## src/rtl/alu_issue_unit.sv

```systemverilog
// alu_issue_unit: Thumb-16 data-processing issue stage driving an external ALU, owning APSR NZCV.
// Ports:
//   clk, rst                 clock, synchronous active-high reset
//   instr_valid/ready, instr instruction handshake (ready only in IDLE)
//   flush                    drops the instruction held in EXEC, blocks acceptance in IDLE
//   rf_raddr_a/b, rf_rdata_a/b  register-file read port (combinational data)
//   alu_opcode, alu_a, alu_b ALU drive; alu_result, alu_flags {n,z,c,v} ALU response
//   wb_valid, wb_addr, wb_data  one-cycle register writeback
//   illegal                  one-cycle pulse for an unsupported encoding
//   apsr_nzcv                architectural flags {N,Z,C,V}
module alu_issue_unit #(
    parameter int RF_AW = 3,
    parameter int DW = 32
) (
    input  logic             clk,
    input  logic             rst,
    input  logic             instr_valid,
    output logic             instr_ready,
    input  logic [15:0]      instr,
    input  logic             flush,
    output logic [RF_AW-1:0] rf_raddr_a,
    output logic [RF_AW-1:0] rf_raddr_b,
    input  logic [DW-1:0]    rf_rdata_a,
    input  logic [DW-1:0]    rf_rdata_b,
    output logic [3:0]       alu_opcode,
    output logic [DW-1:0]    alu_a,
    output logic [DW-1:0]    alu_b,
    input  logic [DW-1:0]    alu_result,
    input  logic [3:0]       alu_flags,
    output logic             wb_valid,
    output logic [RF_AW-1:0] wb_addr,
    output logic [DW-1:0]    wb_data,
    output logic             illegal,
    output logic [3:0]       apsr_nzcv
);
    localparam logic [3:0] ALU_ADD = 4'd0, ALU_SUB = 4'd1, ALU_AND = 4'd2, ALU_ORR = 4'd3,
                           ALU_EOR = 4'd4, ALU_LSL = 4'd5, ALU_LSR = 4'd6, ALU_ASR = 4'd7;
    localparam logic [1:0] F_ARITH = 2'd0, F_LOGIC = 2'd1, F_SHIFT = 2'd2;

    typedef enum logic [1:0] {IDLE, EXEC, WB} state_t;

    state_t            state_q, state_d;
    logic [15:0]       instr_q;
    logic              wb_valid_q, illegal_q;
    logic [RF_AW-1:0]  wb_addr_q;
    logic [DW-1:0]     wb_data_q;
    logic [3:0]        apsr_q, apsr_d;
    logic              legal, we, in_exec, commit;
    logic [3:0]        opc;
    logic [1:0]        fcls;
    logic [RF_AW-1:0]  ra, rb, dst;

    always_comb begin
        legal = 1'b0;
        we    = 1'b0;
        opc   = ALU_ADD;
        fcls  = F_ARITH;
        ra    = instr_q[2:0];
        rb    = instr_q[5:3];
        dst   = instr_q[2:0];
        if (instr_q[15:10] == 6'b000110) begin
            legal = 1'b1;
            we    = 1'b1;
            opc   = instr_q[9] ? ALU_SUB : ALU_ADD;
            ra    = instr_q[5:3];
            rb    = instr_q[8:6];
        end else if (instr_q[15:10] == 6'b010000) begin
            legal = 1'b1;
            we    = 1'b1;
            case (instr_q[9:6])
                4'b0000: begin opc = ALU_AND; fcls = F_LOGIC; end
                4'b0001: begin opc = ALU_EOR; fcls = F_LOGIC; end
                4'b0010: begin opc = ALU_LSL; fcls = F_SHIFT; end
                4'b0011: begin opc = ALU_LSR; fcls = F_SHIFT; end
                4'b0100: begin opc = ALU_ASR; fcls = F_SHIFT; end
                4'b1000: begin opc = ALU_AND; fcls = F_LOGIC; we = 1'b0; end
                4'b1010: begin opc = ALU_SUB; we = 1'b0; end
                4'b1011: begin opc = ALU_ADD; we = 1'b0; end
                4'b1100: begin opc = ALU_ORR; fcls = F_LOGIC; end
                default: begin legal = 1'b0; we = 1'b0; end
            endcase
        end
    end

    assign in_exec     = state_q == EXEC;
    assign commit      = in_exec && !flush && legal;
    assign instr_ready = state_q == IDLE;
    assign rf_raddr_a  = in_exec ? ra : '0;
    assign rf_raddr_b  = in_exec ? rb : '0;
    assign alu_opcode  = in_exec ? opc : ALU_ADD;
    assign alu_a       = in_exec ? rf_rdata_a : '0;
    assign alu_b       = in_exec ? rf_rdata_b : '0;
    assign wb_valid    = wb_valid_q;
    assign wb_addr     = wb_addr_q;
    assign wb_data     = wb_data_q;
    assign illegal     = illegal_q;
    assign apsr_nzcv   = apsr_q;

    // Shifts by zero (after the mod-32 alias) shift nothing out, so C keeps its old value.
    always_comb begin
        apsr_d = fcls == F_ARITH ? alu_flags :
                 fcls == F_LOGIC ? {alu_flags[3:2], apsr_q[1:0]} :
                                   {alu_flags[3:2], (|alu_b[4:0]) ? alu_flags[1] : apsr_q[1], apsr_q[0]};
    end

    always_comb begin
        state_d = state_q;
        case (state_q)
            IDLE:    state_d = (instr_valid && !flush) ? EXEC : IDLE;
            EXEC:    state_d = flush ? IDLE : WB;
            default: state_d = IDLE;
        endcase
    end

    always_ff @(posedge clk) begin
        if (rst) begin
            state_q    <= IDLE;
            instr_q    <= '0;
            wb_valid_q <= 1'b0;
            illegal_q  <= 1'b0;
            wb_addr_q  <= '0;
            wb_data_q  <= '0;
            apsr_q     <= '0;
        end else begin
            state_q    <= state_d;
            if (state_q == IDLE && instr_valid && !flush) instr_q <= instr;
            wb_valid_q <= commit && we;
            illegal_q  <= in_exec && !flush && !legal;
            if (commit && we) begin
                wb_addr_q <= dst;
                wb_data_q <= alu_result;
            end
            if (commit) apsr_q <= apsr_d;
        end
    end
endmodule

```

## config.mk

```make
export PLATFORM = sky130hd
export DESIGN_NAME = alu_issue_unit
export DESIGN_NICKNAME = d
export VERILOG_FILES = /design/src/rtl/alu_issue_unit.sv
export SDC_FILE = /design/constraint.sdc
export NUM_CORES = 1
export LEC_CHECK = 0
export BUFFER_PORTS_ARGS = -buffer_cell sky130_fd_sc_hd__buf_2
export CAP_MARGIN = 15
export CELL_PAD_IN_SITES_DETAIL_PLACEMENT = 1
export CELL_PAD_IN_SITES_GLOBAL_PLACEMENT = 2
export CORE_ASPECT_RATIO = 0.7
export CORE_UTILIZATION = 20
export CTS_BUF_LIST = sky130_fd_sc_hd__clkbuf_8 sky130_fd_sc_hd__clkbuf_16
export DETAILED_ROUTE_END_ITERATION = 8
export HOLD_SLACK_MARGIN = 0.08
export PLACE_DENSITY_LB_ADDON = 0.1
export SYNTH_ARGS = -nofsm -noshare
export SYNTH_HDL_FRONTEND = slang
export SYNTH_SLANG_ARGS = --single-unit
export TNS_END_PERCENT = 5
```

## constraint.sdc

```tcl
create_clock -name clk -period 1.8 [get_ports clk]
set_input_delay 0.09 -clock clk [delete_from_list [all_inputs] [get_ports clk]]
set_output_delay 0.09 -clock clk [all_outputs]
set_load 0.02 [all_outputs]
```

Word level (Yosys, flattened, before mapping):

Cells that the tools add are included.

* input bits: 120
* logic and storage cells: 69
* register bits: 59
* output and inout bits: 116

* equality and inequality tests: 13
* reductions and logical operators: 21
* mux-type cells: 26

Operators by type and width (count)
* 32-bit two-way mux: 2
* 3-bit case mux with 7 select lines: 1
* 3-bit two-way mux: 6
* 4-bit equality test, second input constant: 4
* 2-bit two-way mux: 5
* 1-bit two-way mux: 9
* 9-bit OR reduction: 1
* 4-bit by 2-bit equality test with 1-bit output, second input constant: 2
* 2-bit case mux with 2 select lines: 2
* 1-bit logical AND: 7
* 6-bit by 3-bit equality test with 1-bit output, second input constant: 1
* 6-bit by 5-bit equality test with 1-bit output, second input constant: 1
* 6-bit OR reduction: 1
* 5-bit OR reduction: 1
* 2-bit by 1-bit equality test with 1-bit output, second input constant: 2
* 4-bit by 1-bit equality test with 1-bit output, second input constant: 1
* 4-bit by 3-bit equality test with 1-bit output, second input constant: 1
* 2-bit zero test: 2
* 4-bit zero test: 1
* 4-bit two-way mux: 1
* 4-bit OR reduction: 1
* 3-bit AND reduction: 1
* 3-bit OR reduction: 1
* 1-bit zero test: 2
* other kinds (4): 4

Depth between registers and ports, before layout:

Gate-level depths: netlist (run 1).

* word-level depth: 8
* gate-level depth with buffers: 8
* depth with buffers taken out: 5

Worst setup path after synthesis (run 1):

OpenSTA, ideal clock, no wires.

* kind: register to register
* start: register instr_q[8]
* end: register wb_data_q[10] (netlist: wb_data[10])
* cell stages (with the launch flop): 9
* library setup time: 0.124 ns
* data required time: 1.676 ns
* clock period less this slack: 1.565 ns
* buffers on the path: 3
* setup slack: 0.235 ns
* arrival time: 1.440 ns
* cells stage by stage: dfxtp_1 -> buf_6 -> nor3b_4 -> o2111ai_2 -> a21oi_2 -> buf_6 -> buf_12 -> mux2i_1 -> nor2_1

* word-level cells in the longest chain between the ends: 7
* elaborated cells on any way between the ends: 19
* those cells by class: eq/ne (8); mux (6); reduce/logical (5)

RTL lines
* start: declaration: line 43 `logic [15:0] instr_q;`
* start signal: assignment: line 126 `if (state_q == IDLE && instr_valid && !flush) instr_q <= instr;`
* 4-bit equality test, or another cell as far along: line 70 `case (instr_q[9:6])`
* 9-bit OR reduction (no source line)
* 1-bit two-way mux: line 70
* 1-bit two-way mux: line 67 `end else if (instr_q[15:10] == 6'b010000) begin`
* 1-bit two-way mux: line 61 `if (instr_q[15:10] == 6'b000110) begin`
* 1-bit logical AND: line 86 `assign commit = in_exec && !flush && legal;`
* 1-bit logical AND *: line 129 `if (commit && we) begin`
* end signal: assignment: line 131 `wb_data_q <= alu_result;`
* end: declaration: line 46 `logic [DW-1:0] wb_data_q;`

Mark *: on every way between the ends. The rest lies on a longest branch, timed or not.
A chain may end at the register's enable or synchronous reset.

Worst setup path after layout (run 1):

* start: register instr_q[10]
* end: output port rf_raddr_b[0]

* word-level cells in the longest chain between the ends: 3

RTL lines
* 6-bit by 3-bit equality test with 1-bit output: line 61
* 3-bit two-way mux: line 61
* 3-bit two-way mux: line 89 `assign rf_raddr_b = in_exec ? rb : '0;`
* end: declaration: line 22 `output logic [RF_AW-1:0] rf_raddr_b,`

No other way between the ends.

==> results.py, run 1 <==
metrics = {
    "synthesis": {
        "synth_enable_flop_cells": 0,
        "synth_area_leader_cell": "dfxtp_1",
        "synth_area_mm2": 0.002917,
        "synth.avg_cell_area_um2": 8.706,
        "synth_warnings": 0,
        "synthesis.nets": 455,
        "async_flop_share": 0,
        "netlist_instances": 335,
        "synth_area_leaders": "dfxtp_1, mux2i_1, and2_1, nor2_1, nand2_1",
        "ys_seq_elements": 59,
        "yosysMostFrequentCell": "and2_1",
        "synth_ff_type": "dfxtp_1",
        "synthTopCellsByCount": "and2_1, dfxtp_1, nor2_1, mux2i_1, nand2_1",
        "synthDistinctLibCells": 37,
        "synth_top_area_share": 0.4050,
        "ys_seq_area_frac": 0.4050,
    },
    "worst_setup_path": {
        "rrSetupSlack_ns": 0.09,
        "worst_path_max_delay_cell": "dfxtp_2",
        "crit_start": "instr_q[10]",
        "worst_setup_path_start_kind": "flip-flop",
        "crit_chain": "nor3_4 > and4b_1 > buf_6 > mux2i_1 > nor2_1 > buf_2",
        "crit_path_max_incr_delay_ns": 0.33,
        "crit_end": "rf_raddr_b[0]",
        "rr_worst_depth": 7,
        "path_class": "flip-flop to output pin",
        "r2r-end": "wb_data[22]",
        "endpoint_kind": "output pin",
        "timing.rr.start": "instr_q[10]",
        "critPathArrivalTime_ns": 1.71,
        "cp.required_ns": 1.71,
        "crit_path_max_fanout": 8,
    },
    "timing": {
        "rsz0062_at_grt": "true",
        "finClkSkew_ns": 0.009922,
        "tns_ns": -0.003860,
        "timing.hold.ws_ns": 0.1611,
        "slew_viol_final": 0,
        "hold_viol": 0,
        "clock.fmax_ghz": 0.5544,
        "period_share": 1.002,
        "fin_crit_ns": 1.804,
        "finalSetupViolCount": 1,
        "setup_slack_ns": -0.003860,
    },
    "pwr": {
        "intPower_mw": 2.681,
        "comb_power_share": 0.142,
        "leakagePower_nw": 2.491,
        "peakVddDrop_uv": 381.3,
        "power.switching_uw": 898.5,
        "clockPowerShare": 0.482,
        "powerDensity_mw_per_mm2": 693.3,
        "p_sw_frac": 0.2510,
        "power_mw": 3.580,
        "p_seq_frac": 0.377,
    },
    "global_routing": {
        "grt_max_degree": 65,
        "antenna_found_initial": 0,
        "grt_pass1_vias": 3226,
        "gr-total-overflow": 0,
        "groute.usage.overall": 0.1407,
        "grt_pass1_wl_um": 16660,
    },
    "run": {
        "cap_viol_max_count": 0,
    },
    "clock_tree": {
        "clkSinkCount": 59,
        "tritoncts": "done",
        "clk_latency_ns": 0.33,
        "clock_path_buffers": 2,
        "cts-root-buf": "clkbuf_16",
        "cts_inserted_buffers": 9,
        "htree_levels": 3,
        "clkTransAtPathRegs_ns": 0.05,
    },
    "layout": {
        "final_cell_area_mm2": 0.005164,
        "insertedDiodeCount": 0,
        "drive_above_1_share": 0.4466,
        "fillers": 1750,
        "syn2layout_area_growth_pct": 77.05,
        "nets": 742,
    },
    "route": {
        "detail-route-antenna-nets": 0,
        "drt_iter0_drc": 49,
        "routed_wirelength_um": 10890,
        "dr.pass1.iters": 4,
        "routedWlPerCell_um": 13.33,
        "vias_per_cell": 4.000,
        "routed-via-count": 3268,
        "drc": 0,
    },
    "run_status": {
        "outcome": "finished, violations left",
        "violations": "negative setup slack",
    },
    "place": {
        "dp_hpwl_um": 8091,
        "placed_cell_area_mm2": 0.004273,
        "io_buffers": 234,
        "gp_congestion": 0.7214,
        "place_ws_ns": 0.04253,
    },
    "floorplanning": {
        "ios": 236,
        "rows": 36,
        "start_util": 0.2075,
        "fp.dieW_um": 146.3,
        "fp.coreArea_mm2": 0.01405,
        "dieArea_mm2": 0.01508,
        "die_h_um": 103.0,
    },
    "hold_path": {
        "hold_class": "input port to flip-flop",
        "hp-start": "flush",
    },
}
-- final cells by class --
class / instances / area, µm² / share of cell area
Clock buffer: 9 / 225.2 / 0.04362
Clock inverter: 7 / 77.57 / 0.01502
Multi-Input combinational cell: 251 / 1577 / 0.3053
Sequential cell: 59 / 1185 / 0.2295
Tap cell: 190 / 237.7 / 0.04604
Timing Repair Buffer: 301 / 1862 / 0.3606
-- repair_timing --
item	4_1_cts	5_1_grt
setup endpoints to repair	71	109
pin swaps	2	3
gates resized for setup	4	13
hold buffers	52	0
buffers inserted	1	1
hold endpoints to repair	52	0
-- cells by family after synthesis --
family	share of synthesized area
buffers and inverters	0.06263
and+or+nand+nor	0.3218
AOI/OAI and AO/OA	0.05877
muxes	0.1476
DFF	0.4050
xor gates and xnor gates	0.003004
other	0.001286
-- worst min-delay path by stage --
stage,end,cells past startpoint
global placement,wb_data[28],3
floorplan,instr_q[10],2
global route,apsr_nzcv[2],4
CTS,apsr_nzcv[3],4
detailed placement,wb_data[8],3
finish,apsr_nzcv[3],4
-- state kept, by name (all words and copies together), names as in the netlist --
signal / count
wb_addr: 3
state_q: 2
illegal: 1
instr_q: 16
wb_valid: 1
apsr_nzcv: 4
wb_data: 32
-- stage by stage --
step / util / cells
global placement: 0.3040 / 747
detailed placement: 0.3040 / 747
finish: 0.3674 / 817
floorplan: - / 335
global route: 0.3674 / 817
CTS: 0.3640 / 816
-- cells in the final DEF, fill, tap and decap left out, types with 2 or more instances in the layout --
master and n:
buf_4 15, clkinv_4 3, buf_2 229, a21oi_1 21, nand2_1 32, mux2i_1 43, nor2_1 53, nand3_1 2
dfxtp_2 3, dlygate4sd3_1 52, o21ai_1 2, nor2b_1 2, nand2b_1 5, buf_6 2, dfxtp_1 56, buf_12 3
nor3_1 3, clkbuf_16 9, and2_1 65, o22ai_1 2
-- critical path: cells and delay by family (launching register included) --
kind | cells | cell delay (ns)
flops | 1 | 0.33
buf+inv | 2 | 0.33
mux | 1 | 0.21
simple gates | 3 | 0.52
-- per-layer routing --
metal / routed length, µm / global-route usage / vias to the layer above
met5: 0 / 0 / -
met4: 94 / 0.03926 / 0
met3: 714 / 0.04779 / 8
met2: 5334 / 0.2462 / 99
met1: 4744 / 0.1656 / 1494
li1: - / - / 1667
-- power by group through the flow --
stage          Sequential [mW]  Combinational [mW]  Clock, mW
2_1_floorplan             1.37               0.203          0
3_3_place_gp              1.37               0.406          0
3_5_place_dp              1.38               0.411          0
4_1_cts                   1.35               0.506       1.78
5_1_grt                   1.35               0.556       1.85
6_report                  1.35               0.507       1.72
(Power assumes the default switching activity.)
==> run 2: changes to the inputs <==
--- a/config.mk
+++ b/config.mk
@@ -5,6 +5,7 @@
 export SDC_FILE = /design/constraint.sdc
 export NUM_CORES = 1
 export LEC_CHECK = 0
+export ABC_CLOCK_PERIOD_IN_PS = 1800
 export BUFFER_PORTS_ARGS = -buffer_cell sky130_fd_sc_hd__buf_2
 export CAP_MARGIN = 15
 export CELL_PAD_IN_SITES_DETAIL_PLACEMENT = 1
==> constraint.sdc (replaced) <==
create_clock -name clk -period 1.8 [get_ports clk]
set_input_delay 0.09 -clock clk [delete_from_list [all_inputs] [get_ports clk]]
set_output_delay 0.09 -clock clk [all_outputs]
set_load 0.01 [all_outputs]
==> results.py, run 2 (synthesis gave the netlist of run 1 again) <==
metrics = {
    "worst_setup_path": {
        "rr_worst_depth": 7,
        "crit_path_max_incr_delay_ns": 0.33,
        "worst_path_max_delay_cell": "dfxtp_2",
        "crit_buf_inv": 2,
        "crit_chain": "nor3_4 > and4b_1 > buf_6 > mux2i_1 > nor2_1 > buf_2",
        "endpoint_kind": "output pin",
        "rrSetupSlack_ns": 0.13,
        "cp_num_cells": 6,
        "cp.required_ns": 1.71,
        "cp_top_family": "simple AND/OR/NAND/NOR gates",
        "crit_path_max_fanout": 8,
        "timing.rr.start": "instr_q[10]",
        "r2r-end": "wb_data[20]",
        "worst_setup_path_start_kind": "flip-flop",
        "path_class": "flip-flop to output pin",
        "critPathArrivalTime_ns": 1.64,
    },
    "route": {
        "routed_wirelength_um": 11010,
        "routed-via-count": 3302,
        "drc": 0,
        "detail-route-antenna-nets": 0,
        "vias_per_cell": 4.047,
        "routedWlPerCell_um": 13.49,
        "drt_iter0_drc": 63,
        "dr.pass1.iters": 4,
    },
    "timing": {
        "tns_ns": 0,
        "rsz0062_at_grt": "true",
        "slew_viol_final": 0,
        "period_share": 0.9615,
        "clock.fmax_ghz": 0.5778,
        "fin_crit_ns": 1.731,
        "finClkSkew_ns": 0.007574,
        "setup_slack_ns": 0.06930,
        "hold_viol": 0,
        "finalSetupViolCount": 0,
    },
    "global_routing": {
        "grt_pass1_wl_um": 16930,
        "groute.usage.overall": 0.1427,
        "grt_pass1_vias": 3176,
        "gr-total-overflow": 0,
        "antenna_found_initial": 0,
        "grt_max_degree": 65,
    },
    "clock_tree": {
        "cts_inserted_buffers": 9,
        "clkSinkCount": 59,
        "tritoncts": "done",
        "clk_latency_ns": 0.32,
        "clkTransAtPathRegs_ns": 0.05,
        "clock_path_buffers": 2,
        "htree_levels": 3,
        "cts-root-buf": "clkbuf_16",
    },
    "layout": {
        "fillers": 1762,
        "multi_input_area_mm2": 0.001577,
        "final_cell_mix": "buf_2, and2_1, dfxtp_1",
        "drive_above_1_share": 0.4425,
        "insertedDiodeCount": 0,
        "syn2layout_area_growth_pct": 76.62,
        "largest_register_ffs": 32,
        "nets": 741,
        "final_cell_area_mm2": 0.005151,
        "seq_area_mm2": 0.001185,
        "mostFrequentLayoutCell": "buf_2",
    },
    "floorplanning": {
        "fp.coreArea_mm2": 0.01405,
        "ios": 236,
        "die_h_um": 103.0,
        "fp.dieW_um": 146.3,
        "dieArea_mm2": 0.01508,
        "start_util": 0.2075,
        "rows": 36,
    },
    "run_status": {
        "outcome": "finished, final reports clean",
    },
    "pwr": {
        "power_mw": 3.612,
        "intPower_mw": 2.795,
        "clockPowerShare": 0.496,
        "p_seq_frac": 0.374,
        "powerDensity_mw_per_mm2": 701.1,
        "peakVddDrop_uv": 511.1,
        "p_sw_frac": 0.2262,
        "leakagePower_nw": 2.500,
        "power.switching_uw": 816.8,
        "comb_power_share": 0.131,
    },
    "place": {
        "io_buffers": 234,
        "dp_hpwl_um": 8193,
        "placed_cell_area_mm2": 0.004265,
        "place_ws_ns": 0.07636,
        "gp_congestion": 0.7223,
    },
    "hold_path": {
        "hold_depth": 4,
        "hold_class": "input port to flip-flop",
        "hp-start": "flush",
        "hold_end": "apsr_nzcv[2]",
    },
    "run": {
        "cap_viol_max_count": 0,
    },
}
[run 2: worst reg2reg max path, delay by kind of cell, from the launching register on]
family	cells	cell delay, ns
flops	1	0.33
simple gates	2	0.23
compound gates	2	0.37
buf+inv	2	0.39
mux	1	0.24
[run 2: power groups by stage]
stage	logic (mW)	registers (mW)	clock network, mW
5_1_grt	0.520	1.35	1.92
3_3_place_gp	0.371	1.37	0
3_5_place_dp	0.377	1.38	0
2_1_floorplan	0.171	1.37	0
6_report	0.471	1.35	1.79
4_1_cts	0.472	1.35	1.85
[run 2: how the worst max path moves through the flow]
stage / from / slack (ns) / endpoint
after floorplan: instr_q[8] / 0.24 / wb_data[10]
final: instr_q[10] / 0.07 / rf_raddr_a[0]
after detailed placement: instr_q[8] / 0.08 / wb_data[26]
after global routing: instr_q[10] / -0.03 / rf_raddr_b[0]
after CTS: instr_q[15] / 0.005 / rf_raddr_a[0]
after global placement: instr_q[8] / 0.16 / wb_addr[2]
[run 2: stage by stage]
stage               utilization  hold WS (ns)  instances
finish                   0.3665        0.1608        816
global route             0.3665        0.1778        816
CTS                      0.3634        0.1538        815
detailed placement       0.3035        0.3372        746
global placement         0.3035        0.3231        746
floorplan                     -        0.2248        335
[run 2: what timing repair did]
action | in CTS | in global routing
hold buffers | 52 | 0
endpoints found under the setup margin | 70 | 85
pin swaps | 1 | 2
gates resized for setup | 1 | 11
setup buffers | 1 | 1
hold endpoints to repair | 52 | 0
[run 2: layer usage]
metal / part of all wire / global-route usage
met1: 0.45 / 0.1722
met2: 0.49 / 0.2491
met3: 0.060 / 0.04690
met4: 0.0079 / 0.03125
met5: 0 / 0
[run 2: area by class of cell]
type | count | share of cell area
timing repair buffer | 300 | 0.3575
clock inverter | 7 | 0.01652
multi-input combinational | 251 | 0.3060
sequential | 59 | 0.2300
tap | 190 | 0.04615
clock buffer | 9 | 0.04372
==> run 3: changes to the inputs <==
--- a/config.mk
+++ b/config.mk
@@ -16,6 +16,7 @@
 export DETAILED_ROUTE_END_ITERATION = 8
 export HOLD_SLACK_MARGIN = 0.08
 export PLACE_DENSITY_LB_ADDON = 0.1
+export SETUP_SLACK_MARGIN = 0.4
 export SYNTH_ARGS = -nofsm -noshare
 export SYNTH_HDL_FRONTEND = slang
 export SYNTH_SLANG_ARGS = --single-unit
==> results.py, run 3 (synthesis gave the netlist of run 1 again) <==
metrics = {
    "run_status": {
        "outcome": "finished, final reports clean",
    },
    "floorplanning": {
        "die_h_um": 103.0,
        "fp.coreArea_mm2": 0.01405,
        "dieArea_mm2": 0.01508,
        "fp.dieW_um": 146.3,
        "start_util": 0.2075,
        "ios": 236,
        "rows": 36,
    },
    "worst_setup_path": {
        "path_class": "flip-flop to output pin",
        "worst_path_max_delay_cell": "dfxtp_2",
        "crit_path_max_incr_delay_ns": 0.33,
        "endpoint_kind": "output pin",
        "cp.required_ns": 1.71,
        "cp_top_family": "simple AND/OR/NAND/NOR gates",
        "critPathArrivalTime_ns": 1.67,
        "rr_worst_depth": 7,
        "crit_chain": "nor3_4 > and4b_1 > buf_6 > mux2i_2 > nor2_1 > buf_2",
        "worst_setup_path_start_kind": "flip-flop",
        "rrSetupSlack_ns": 0.09,
        "crit_buf_inv": 2,
        "r2r-end": "wb_data[2]",
        "crit_path_max_fanout": 8,
        "timing.rr.start": "instr_q[15]",
    },
    "clock_tree": {
        "htree_levels": 3,
        "cts-root-buf": "clkbuf_16",
        "cts_inserted_buffers": 9,
        "clock_path_buffers": 2,
        "clkSinkCount": 59,
        "clk_latency_ns": 0.32,
        "tritoncts": "done",
        "clkTransAtPathRegs_ns": 0.05,
    },
    "timing": {
        "clock.fmax_ghz": 0.5679,
        "slew_viol_final": 0,
        "rsz0062_at_grt": "true",
        "period_share": 0.9783,
        "finClkSkew_ns": 0.005276,
        "hold_viol": 0,
        "setup_slack_ns": 0.03897,
        "fin_crit_ns": 1.761,
        "slew_headroom": 0.5788,
        "tns_ns": 0,
        "tightest_slew_ns": 0.6318,
        "finalSetupViolCount": 0,
        "timing.hold.ws_ns": 0.1558,
    },
    "hold_path": {
        "hp-start": "flush",
        "hold_depth": 4,
        "hold_class": "input port to flip-flop",
        "hold_end": "apsr_nzcv[2]",
    },
    "route": {
        "dr_wl_met2_um": 6119,
        "routedWlPerCell_um": 14.52,
        "wl_met1_um": 5071,
        "routed_wirelength_um": 11890,
        "top_layer": "met4",
        "drc": 0,
        "drt_iter0_drc": 30,
        "detail-route-antenna-nets": 0,
        "routed-via-count": 3368,
        "vias_per_cell": 4.112,
        "dr.pass1.iters": 4,
        "met3WireLength_um": 613,
    },
    "layout": {
        "final_core_util": 0.4071,
        "nets": 744,
        "final_cell_area_mm2": 0.005720,
        "final_cell_mix": "buf_2, buf_6, and2_4",
        "drive_above_1_share": 0.5437,
        "syn2layout_area_growth_pct": 96.14,
        "mostFrequentLayoutCell": "buf_2",
        "layout.cells.non_filler": 819,
        "insertedDiodeCount": 0,
        "largest_register_ffs": 32,
    },
    "pwr": {
        "power_mw": 3.419,
        "powerDensity_mw_per_mm2": 597.6,
        "peakVddDrop_uv": 497.5,
        "leakagePower_nw": 2.647,
    },
    "global_routing": {
        "gr-total-overflow": 0,
        "groute.usage.overall": 0.1525,
        "antenna_found_initial": 0,
        "grt_pass1_vias": 3418,
        "grt_max_degree": 40,
        "grt_pass1_wl_um": 17910,
    },
    "place": {
        "placed_cells": 746,
        "io_buffers": 234,
        "placed_cell_area_mm2": 0.004265,
        "dp_hpwl_um": 8424,
        "gp_congestion": 0.7546,
        "place_ws_ns": 0.07994,
    },
    "run": {
        "cap_viol_max_count": 0,
    },
}
run 3: cell types whose count changed in the layout (fill, tap and decap cells not counted), sizes merged:
cell	before	now
clkinv	2	3
clkbuf	9	11
clkinvlp	1	2
bufinv	2	0
bufbuf	0	1
run 3: where the power goes:
part / switching, mW / internal (mW)
Sequential: 0.0198 / 1.33
Combinational: 0.229 / 0.348
Clock: 0.584 / 0.911
Total: 0.833 / 2.59
run 3: worst max-delay path by stage:
| stage | from | to | slack, ns | depth (start not counted) |
|---|---|---|---|---|
| finish | instr_q[15] | rf_raddr_a[0] | 0.04 | 6 |
| global placement | instr_q[8] | apsr_nzcv[1] | 0.16 | 5 |
| global route | instr_q[15] | rf_raddr_a[0] | -0.08 | 6 |
| detailed placement | instr_q[8] | wb_data[20] | 0.08 | 6 |
| floorplan | instr_q[8] | wb_data[10] | 0.25 | 8 |
| CTS | instr_q[15] | rf_raddr_a[0] | 0.03 | 6 |
run 3: timing repair:
action                     4_1_cts  5_1_grt
gates resized for setup         11      131
setup endpoints to repair      114      113
cloned                           3        0
hold buffers                    52        0
pin swaps                        2       63
hold endpoints to repair        52        0
buffers inserted                 2        0
run 3: worst register-to-register path, stage by stage (launching register included):
cell and delay [ns]:
dfxtp_2 0.33, nor3_4 0.18, buf_4 0.15, o2111ai_2 0.14
a21oi_4 0.26, buf_12 0.24, mux2i_1 0.25, nor2_1 0.05
run 3: per-layer routing:
metal,vias to the layer above,track usage
li1,1667,-
met1,1584,0.1816
met2,109,0.2769
met3,8,0.04027
met4,0,0.03526
met5,-,0
run 3: layout make-up:
cell class | instances | area, µm²
Clock buffer | 9 | 225.2
Clock inverter | 7 | 37.54
Fill cell | 1681 | 8333
Multi-Input combinational cell | 251 | 1744
Sequential cell | 59 | 1192
Tap cell | 190 | 237.7
Timing Repair Buffer | 303 | 2283
